**src/rtl/cdb_pkg.sv**
```systemverilog
// Shared CDB/reservation-station types: default widths, station state, operand slot.
package cdb_pkg;

   localparam int DATA_WIDTH            = 64;
   localparam int TAG_WIDTH             = 3;
   localparam int OP_WIDTH              = 4;
   localparam int FUNCTIONAL_UNIT_COUNT = 8;

   typedef enum logic [2:0] {
      RS_FREE  = 3'd0,
      RS_WAIT  = 3'd1,
      RS_ISSUE = 3'd2,
      RS_EXEC  = 3'd3,
      RS_DONE  = 3'd4
   } rs_state_t;

   typedef struct packed {
      logic [DATA_WIDTH-1:0] value;
      logic [TAG_WIDTH-1:0]  tag;
      logic                  pending;
   } operand_slot_t;

endpackage

```
**src/rtl/rs_operand_slot.sv**
```systemverilog
// One operand slot: loads at dispatch (with same-cycle CDB forwarding),
// then snoops the CDB until its producer tag is broadcast.
module rs_operand_slot
   import cdb_pkg::*;
#(
   parameter logic [TAG_WIDTH-1:0] RS_ID = '0
) (
   input  logic                  clk,
   input  logic                  rst_n,
   input  logic                  load_i,
   input  logic [DATA_WIDTH-1:0] d_value_i,
   input  logic                  d_pending_i,
   input  logic [TAG_WIDTH-1:0]  d_tag_i,
   input  logic                  cdb_valid_i,
   input  logic [TAG_WIDTH-1:0]  cdb_rs_id_i,
   input  logic [DATA_WIDTH-1:0] cdb_result_i,
   output logic [DATA_WIDTH-1:0] value_o,
   output logic                  ready_o,
   output logic                  load_ready_o
);

   operand_slot_t slot_q;
   logic          fwd_hit;
   logic          snoop_hit;

   // Our own broadcasts never feed our own slots, so RS_ID never matches.
   assign fwd_hit   = d_pending_i && cdb_valid_i && (cdb_rs_id_i == d_tag_i) && (d_tag_i != RS_ID);
   assign snoop_hit = slot_q.pending && cdb_valid_i && (cdb_rs_id_i == slot_q.tag) && (slot_q.tag != RS_ID);

   assign value_o      = slot_q.value;
   assign ready_o      = !slot_q.pending;
   assign load_ready_o = !d_pending_i || fwd_hit;

   // Slot register: dispatch load takes priority over snooping the old contents.
   always_ff @(posedge clk or negedge rst_n) begin
      if (!rst_n) begin
         slot_q <= '0;
      end else if (load_i) begin
         slot_q.value   <= fwd_hit ? cdb_result_i : d_value_i;
         slot_q.tag     <= d_tag_i;
         slot_q.pending <= d_pending_i && !fwd_hit;
      end else if (snoop_hit) begin
         slot_q.value   <= cdb_result_i;
         slot_q.pending <= 1'b0;
      end
   end

endmodule

```
**src/rtl/reservation_station.sv**
```systemverilog
// Single Tomasulo reservation station in front of one functional unit.
// Optional RS_RETIRE_REUSE_EN: a retiring station accepts a new dispatch in
// the same cycle. Widths follow cdb_pkg.
module reservation_station
   import cdb_pkg::*;
#(
   parameter int DATA_WIDTH = cdb_pkg::DATA_WIDTH,
   parameter int TAG_WIDTH  = cdb_pkg::TAG_WIDTH,
   parameter int OP_WIDTH   = cdb_pkg::OP_WIDTH,
   parameter int RS_ID      = 0
) (
   input  logic                  clk,
   input  logic                  rst_n,
   input  logic                  dispatch_valid,
   output logic                  dispatch_ready,
   input  logic [OP_WIDTH-1:0]   dispatch_op,
   input  logic [DATA_WIDTH-1:0] dispatch_vj,
   input  logic [DATA_WIDTH-1:0] dispatch_vk,
   input  logic                  dispatch_qj_pending,
   input  logic                  dispatch_qk_pending,
   input  logic [TAG_WIDTH-1:0]  dispatch_qj,
   input  logic [TAG_WIDTH-1:0]  dispatch_qk,
   input  logic                  cdb_valid,
   input  logic [TAG_WIDTH-1:0]  cdb_rs_id,
   input  logic [DATA_WIDTH-1:0] cdb_result,
   output logic                  exec_valid,
   input  logic                  exec_ready,
   output logic [OP_WIDTH-1:0]   exec_op,
   output logic [DATA_WIDTH-1:0] exec_a,
   output logic [DATA_WIDTH-1:0] exec_b,
   input  logic                  exec_done,
   input  logic [DATA_WIDTH-1:0] exec_result,
   output logic                  fu_status,
   output logic [DATA_WIDTH-1:0] fu_result,
   input  logic                  retire,
   output logic                  busy
);

   localparam logic [TAG_WIDTH-1:0] RS_TAG = TAG_WIDTH'(RS_ID);

   rs_state_t             state_q;
   logic [OP_WIDTH-1:0]   op_q;
   logic [DATA_WIDTH-1:0] result_q;
   logic                  accept;
   logic                  j_rdy, k_rdy, j_ld_rdy, k_ld_rdy;

`ifdef RS_RETIRE_REUSE_EN
   assign dispatch_ready = (state_q == RS_FREE) || ((state_q == RS_DONE) && retire);
`else
   assign dispatch_ready = (state_q == RS_FREE);
`endif
   assign accept     = dispatch_valid && dispatch_ready;
   assign exec_valid = (state_q == RS_ISSUE);
   assign exec_op    = op_q;
   assign fu_status  = (state_q == RS_DONE);
   assign fu_result  = result_q;
   assign busy       = (state_q != RS_FREE);

   rs_operand_slot #(.RS_ID(RS_TAG)) u_slot_j (
      .clk, .rst_n, .load_i(accept),
      .d_value_i(dispatch_vj), .d_pending_i(dispatch_qj_pending), .d_tag_i(dispatch_qj),
      .cdb_valid_i(cdb_valid), .cdb_rs_id_i(cdb_rs_id), .cdb_result_i(cdb_result),
      .value_o(exec_a), .ready_o(j_rdy), .load_ready_o(j_ld_rdy)
   );

   rs_operand_slot #(.RS_ID(RS_TAG)) u_slot_k (
      .clk, .rst_n, .load_i(accept),
      .d_value_i(dispatch_vk), .d_pending_i(dispatch_qk_pending), .d_tag_i(dispatch_qk),
      .cdb_valid_i(cdb_valid), .cdb_rs_id_i(cdb_rs_id), .cdb_result_i(cdb_result),
      .value_o(exec_b), .ready_o(k_rdy), .load_ready_o(k_ld_rdy)
   );

   // Station FSM; an accepted dispatch (from FREE, or DONE+retire when reuse is on) wins.
   always_ff @(posedge clk or negedge rst_n) begin
      if (!rst_n) begin
         state_q  <= RS_FREE;
         op_q     <= '0;
         result_q <= '0;
      end else if (accept) begin
         op_q    <= dispatch_op;
         state_q <= (j_ld_rdy && k_ld_rdy) ? RS_ISSUE : RS_WAIT;
      end else begin
         case (state_q)
            RS_WAIT:  if (j_rdy && k_rdy) state_q <= RS_ISSUE;
            RS_ISSUE: if (exec_ready) state_q <= RS_EXEC;
            RS_EXEC:  if (exec_done) begin
                         result_q <= exec_result;
                         state_q  <= RS_DONE;
                      end
            RS_DONE:  if (retire) state_q <= RS_FREE;
            default:  ;
         endcase
      end
   end

`ifndef SYNTHESIS
   // A slot waiting on this station's own tag could never be woken up.
   always_ff @(posedge clk) begin
      if (rst_n && accept) begin
         assert (!(dispatch_qj_pending && dispatch_qj == RS_TAG) &&
                 !(dispatch_qk_pending && dispatch_qk == RS_TAG))
            else $error("reservation_station: dispatch pending on own tag");
      end
   end
`endif

endmodule
```
**config.mk**
```make
export PLATFORM = sky130hd
export DESIGN_NAME = reservation_station
export DESIGN_NICKNAME = d
export VERILOG_FILES = /design/src/rtl/cdb_pkg.sv /design/src/rtl/rs_operand_slot.sv /design/src/rtl/reservation_station.sv
export SDC_FILE = /design/constraint.sdc
export NUM_CORES = 1
export LEC_CHECK = 0
export BUFFER_PORTS_ARGS = -buffer_cell sky130_fd_sc_hd__buf_2
export CORE_AREA = 8 8 181 183
export CTS_CLUSTER_DIAMETER = 30
export DETAILED_ROUTE_END_ITERATION = 7
export DIE_AREA = 0 0 189 191
export GPL_TIMING_DRIVEN = 0
export HOLD_SLACK_MARGIN = 0.08
export PLACE_DENSITY = 0.61
export REMOVE_ABC_BUFFERS = 1
export SYNTH_ARGS = -nofsm -noshare
export SYNTH_HDL_FRONTEND = slang
export SYNTH_SLANG_ARGS = --single-unit
```
**constraint.sdc**
```tcl
create_clock -name clk -period 1.9 [get_ports clk]
set_input_delay 0.19 -clock clk [delete_from_list [all_inputs] [get_ports clk]]
set_output_delay 0.19 -clock clk [all_outputs]
set_load 0.03 [all_outputs]
```
==> Implementation_results.wiki <==
{| class="wikitable"
! Metric !! Value
|-
| Status || finished, violations left
|-
| Failing checks || setup timing
|-
| Area of the placeable core || 30030 sq um
|-
| Wire length of the first global-routing pass || 68540 microns
|-
| Clock tree from TritonCTS || done
|-
| Mean instance size in the synthesized netlist || 12.08 sq um
|-
| Final standard cell count with taps included and fillers excluded || 1944
|-
| Ports || 478
|-
| Vias in the first global route || 11320
|-
| Critical path fanouts, max || 18
|-
| Critical path type || reg2reg
|-
| Yosys warns || 0
|-
| Number of antenna violations at the first check in global routing || 3
|-
| Least setup slack across all paths after layout || -0.2809 ns
|-
| Hold Crit Class || in2reg
|-
| Worst voltage drop across the vdd grid || 0.001041 V
|-
| Final number of hold-violating endpoints || 0
|-
| Clock transition time at the flip-flop clock pins of the worst setup and hold paths || 0.05 ns
|-
| Pins over their slew limit || 0
|-
| Count of nets left with antenna violations after detail routing || 0
|-
| Vias per Instance || 5.238
|-
| Netlist cell types || 40
|-
| Worst EP required || 2.29 ns
|-
| Setup violators final || 128
|-
| Reported max-cap violation count || 0
|-
| Number of flops mapped to enable cells by yosys || 0
|-
| Share of layout cells above drive strength 1 || 0.4809
|-
| Mapped cell area || 9798 sq um
|-
| Area of the multi-input gates || 3598 sq um
|-
| Gr ovfl total || 0
|-
| Placer congestion estimate || 0.8035
|-
| PortBufs || 477
|-
| Critical path endpoint category || flop
|-
| HPWL after DPL || 25480 microns
|-
| WP data arrival || 2.57 ns
|-
| Mean routed wirelength per cell || 24.08 microns
|-
| Unrepaired setup endpoints after global routing || yes
|-
| Via count of the routed design || 10180
|-
| Ys async rst share || 1.000
|-
| First drt pass iteration count || 5
|-
| Detailed-route wire length || 46810 microns
|-
| CTS buffer count || 47
|-
| Skew-Pair Late Insertion Delay || 0.53 ns
|-
| Die X-Extent || 189 microns
|-
| Post-synthesis to final-layout area growth || 78.47%
|-
| Initial cell density of the core || 0.3263
|-
| Number of buffers on the longest clock path || 3
|-
| Worst rel slew slack || 0.4742
|-
| Summed area of non-filler cells in the final layout || 17490 sq um
|-
| Gr usage total || 0.2444
|-
| Number of DRC violations after detailed-routing iteration 0 || 617
|-
| Total placed cells including tap cells || 1511
|-
| Type of origin of the critical path || flop
|-
| Post-Syn Instances || 811
|-
| Pin count of the biggest net entering global routing || 110
|-
| Leak || 9.072 nW
|-
| Sequential cell area in the final layout || 5184 sq um
|-
| Count of standard-cell rows || 64
|-
| DRC violations left || 0
|-
| Final period utilization || 1.148
|-
| CTS sink count || 207
|-
| Placed inst area || 11840 sq um
|-
| Filler Cells Inserted || 2299
|-
| Shortest period the worst path allows || 2.181 ns
|-
| Power per unit of standard cell area || 1675 nW/um^2
|-
| Worst Clk Skew || 0.02192 ns
|-
| H-tree depth reported by CTS || 2
|-
| Count of nets after finishing || 1785
|-
| Dominant synthesized flop cell || dfrtp_1
|-
| Pin slew with the least headroom to its limit || 0.7887 ns
|-
| Post-synthesis register bit count || 207
|-
| Upper clock frequency limit || 0.4585 GHz
|-
| Master cell of the clock root buffer || clkbuf_16
|-
| Die outline height || 191 microns
|-
| Die outline area || 36100 sq um
|-
| Proportion of synthesized chip area in sequential cells || 0.5287
|}
path summary, 6_finish.rpt:
kind                                          start  slack (ns)  cells after the start                    to
worst max-delay path             u_slot_k.slot_q[3]       -0.28                      7  u_slot_k.value_o[15]
worst min-delay path            dispatch_qj_pending        0.15                      3            state_q[1]
worst max register to register   u_slot_k.slot_q[3]       -0.28                      7  u_slot_k.value_o[15]
worst min register to register           exec_op[1]        0.48                      2            exec_op[1]
max in group asynchronous                     rst_n        0.46                      3  u_slot_j.value_o[54]
min in group asynchronous                     rst_n        0.32                      2         fu_result[62]
stage by stage:
stage          total power, W  setup WS, ns  hold slack (ns)  utilization  setup TNS [ns]
2_1_floorplan         0.01506        -4.629          -0.1056            -         -605.45
3_3_place_gp          0.01871        -11.29           0.3942       0.3804        -1979.37
3_5_place_dp          0.01896        -1.519           0.2847       0.3942         -151.47
4_1_cts               0.02899       -0.2215           0.1247       0.5762          -14.00
5_1_grt               0.03047       -0.3331           0.1420       0.5823          -30.55
6_report              0.02929       -0.2809           0.1470       0.5823          -22.90
state kept, by name, indices dropped and copies added, names as in the netlist:
name and count:
state_q 3, u_slot_k.value_o 64, u_slot_j.value_o 64, u_slot_j.slot_q 4, u_slot_k.slot_q 4, fu_result 64, exec_op 4
per-layer routing:
metal,global-route usage,part of all wire,up-vias
met5,0,0,-
met4,0.1161,0.048,0
met3,0.05965,0.085,166
met2,0.4246,0.50,619
met1,0.2802,0.36,5103
li1,-,-,4295
cells in the mapped netlist, types with 2 or more instances:
cell | count | area [sq um]
a2111oi_0 | 2 | 17.52
a211oi_1 | 3 | 22.52
a21o_1 | 60 | 450.4
a21oi_1 | 6 | 30.03
a221o_1 | 64 | 640.6
a22o_1 | 61 | 534.3
a32oi_1 | 3 | 26.28
and3_1 | 61 | 381.6
buf_2 | 15 | 75.07
buf_4 | 129 | 968.4
buf_6 | 6 | 67.56
clkbuf_1 | 39 | 146.4
dfrtp_1 | 207 | 5180
inv_1 | 9 | 33.78
mux2_2 | 65 | 732.0
mux2i_1 | 3 | 30.03
nand2_1 | 35 | 131.4
nor3_1 | 6 | 30.03
nor3b_1 | 2 | 15.01
o21ai_0 | 6 | 30.03
o21bai_1 | 3 | 22.52
xnor2_1 | 2 | 17.52
xor2_1 | 7 | 61.31
report_power, final:
| part | switching, W | internal (W) |
|---|---|---|
| Combinational | 0.00780 | 0.00513 |
| Sequential | 0.00128 | 0.00655 |
| Clock | 0.00266 | 0.00588 |
layout make-up:
class	instances	share of cell area
Sequential cell	207	0.2964
Clock inverter	30	0.02333
Timing Repair Buffer	830	0.3708
Clock buffer	57	0.07291
Tap cell	396	0.02833
Inverter	9	0.001932
Antenna cell	3	0.0004293
Multi-Input combinational cell	412	0.2058
repair_timing:
item | CTS | global route
hold buffers | 270 | 0
hold endpoints to repair | 303 | 0
buffers inserted | 50 | 8
setup endpoints to repair | 164 | 146
gates resized for setup | 58 | 35
pin swaps | 49 | 24
cloned | 19 | 4
worst max-delay path: stages (launching register included):
cell and delay (ns):
dfrtp_1 0.37, or3b_1 0.37, a211oi_2 0.26, o2111ai_4 0.18, buf_8 0.19, buf_16 0.16
and3_1 0.21, a221o_1 0.29
cells in the final DEF, fill, tap and decap left out, drive strengths merged, types with 3 or more instances in the layout:
cell	count
and3	61
nor3	7
dfrtp	207
a21o	60
mux2	65
nand2	37
a221o	64
clkbuf	62
clkinv	13
a32oi	3
bufinv	8
o21ai	7
xor2	7
a211oi	4
a21oi	9
clkinvlp	5
a22o	61
nor2	3
buf	554
o21bai	3
diode	3
mux2i	3
inv	13
dlygate4sd3	270
kinds of logic after synthesis:
family,count (synthesis),synth area share
AO/OA/AOI/OAI,217,0.1892
multiplexers,68,0.07777
AND/OR/NAND/NOR,112,0.06449
XOR/XNOR,9,0.008045
flip-flops,207,0.5287
buffers and inverters,198,0.1318
(Power assumes the default switching activity.)
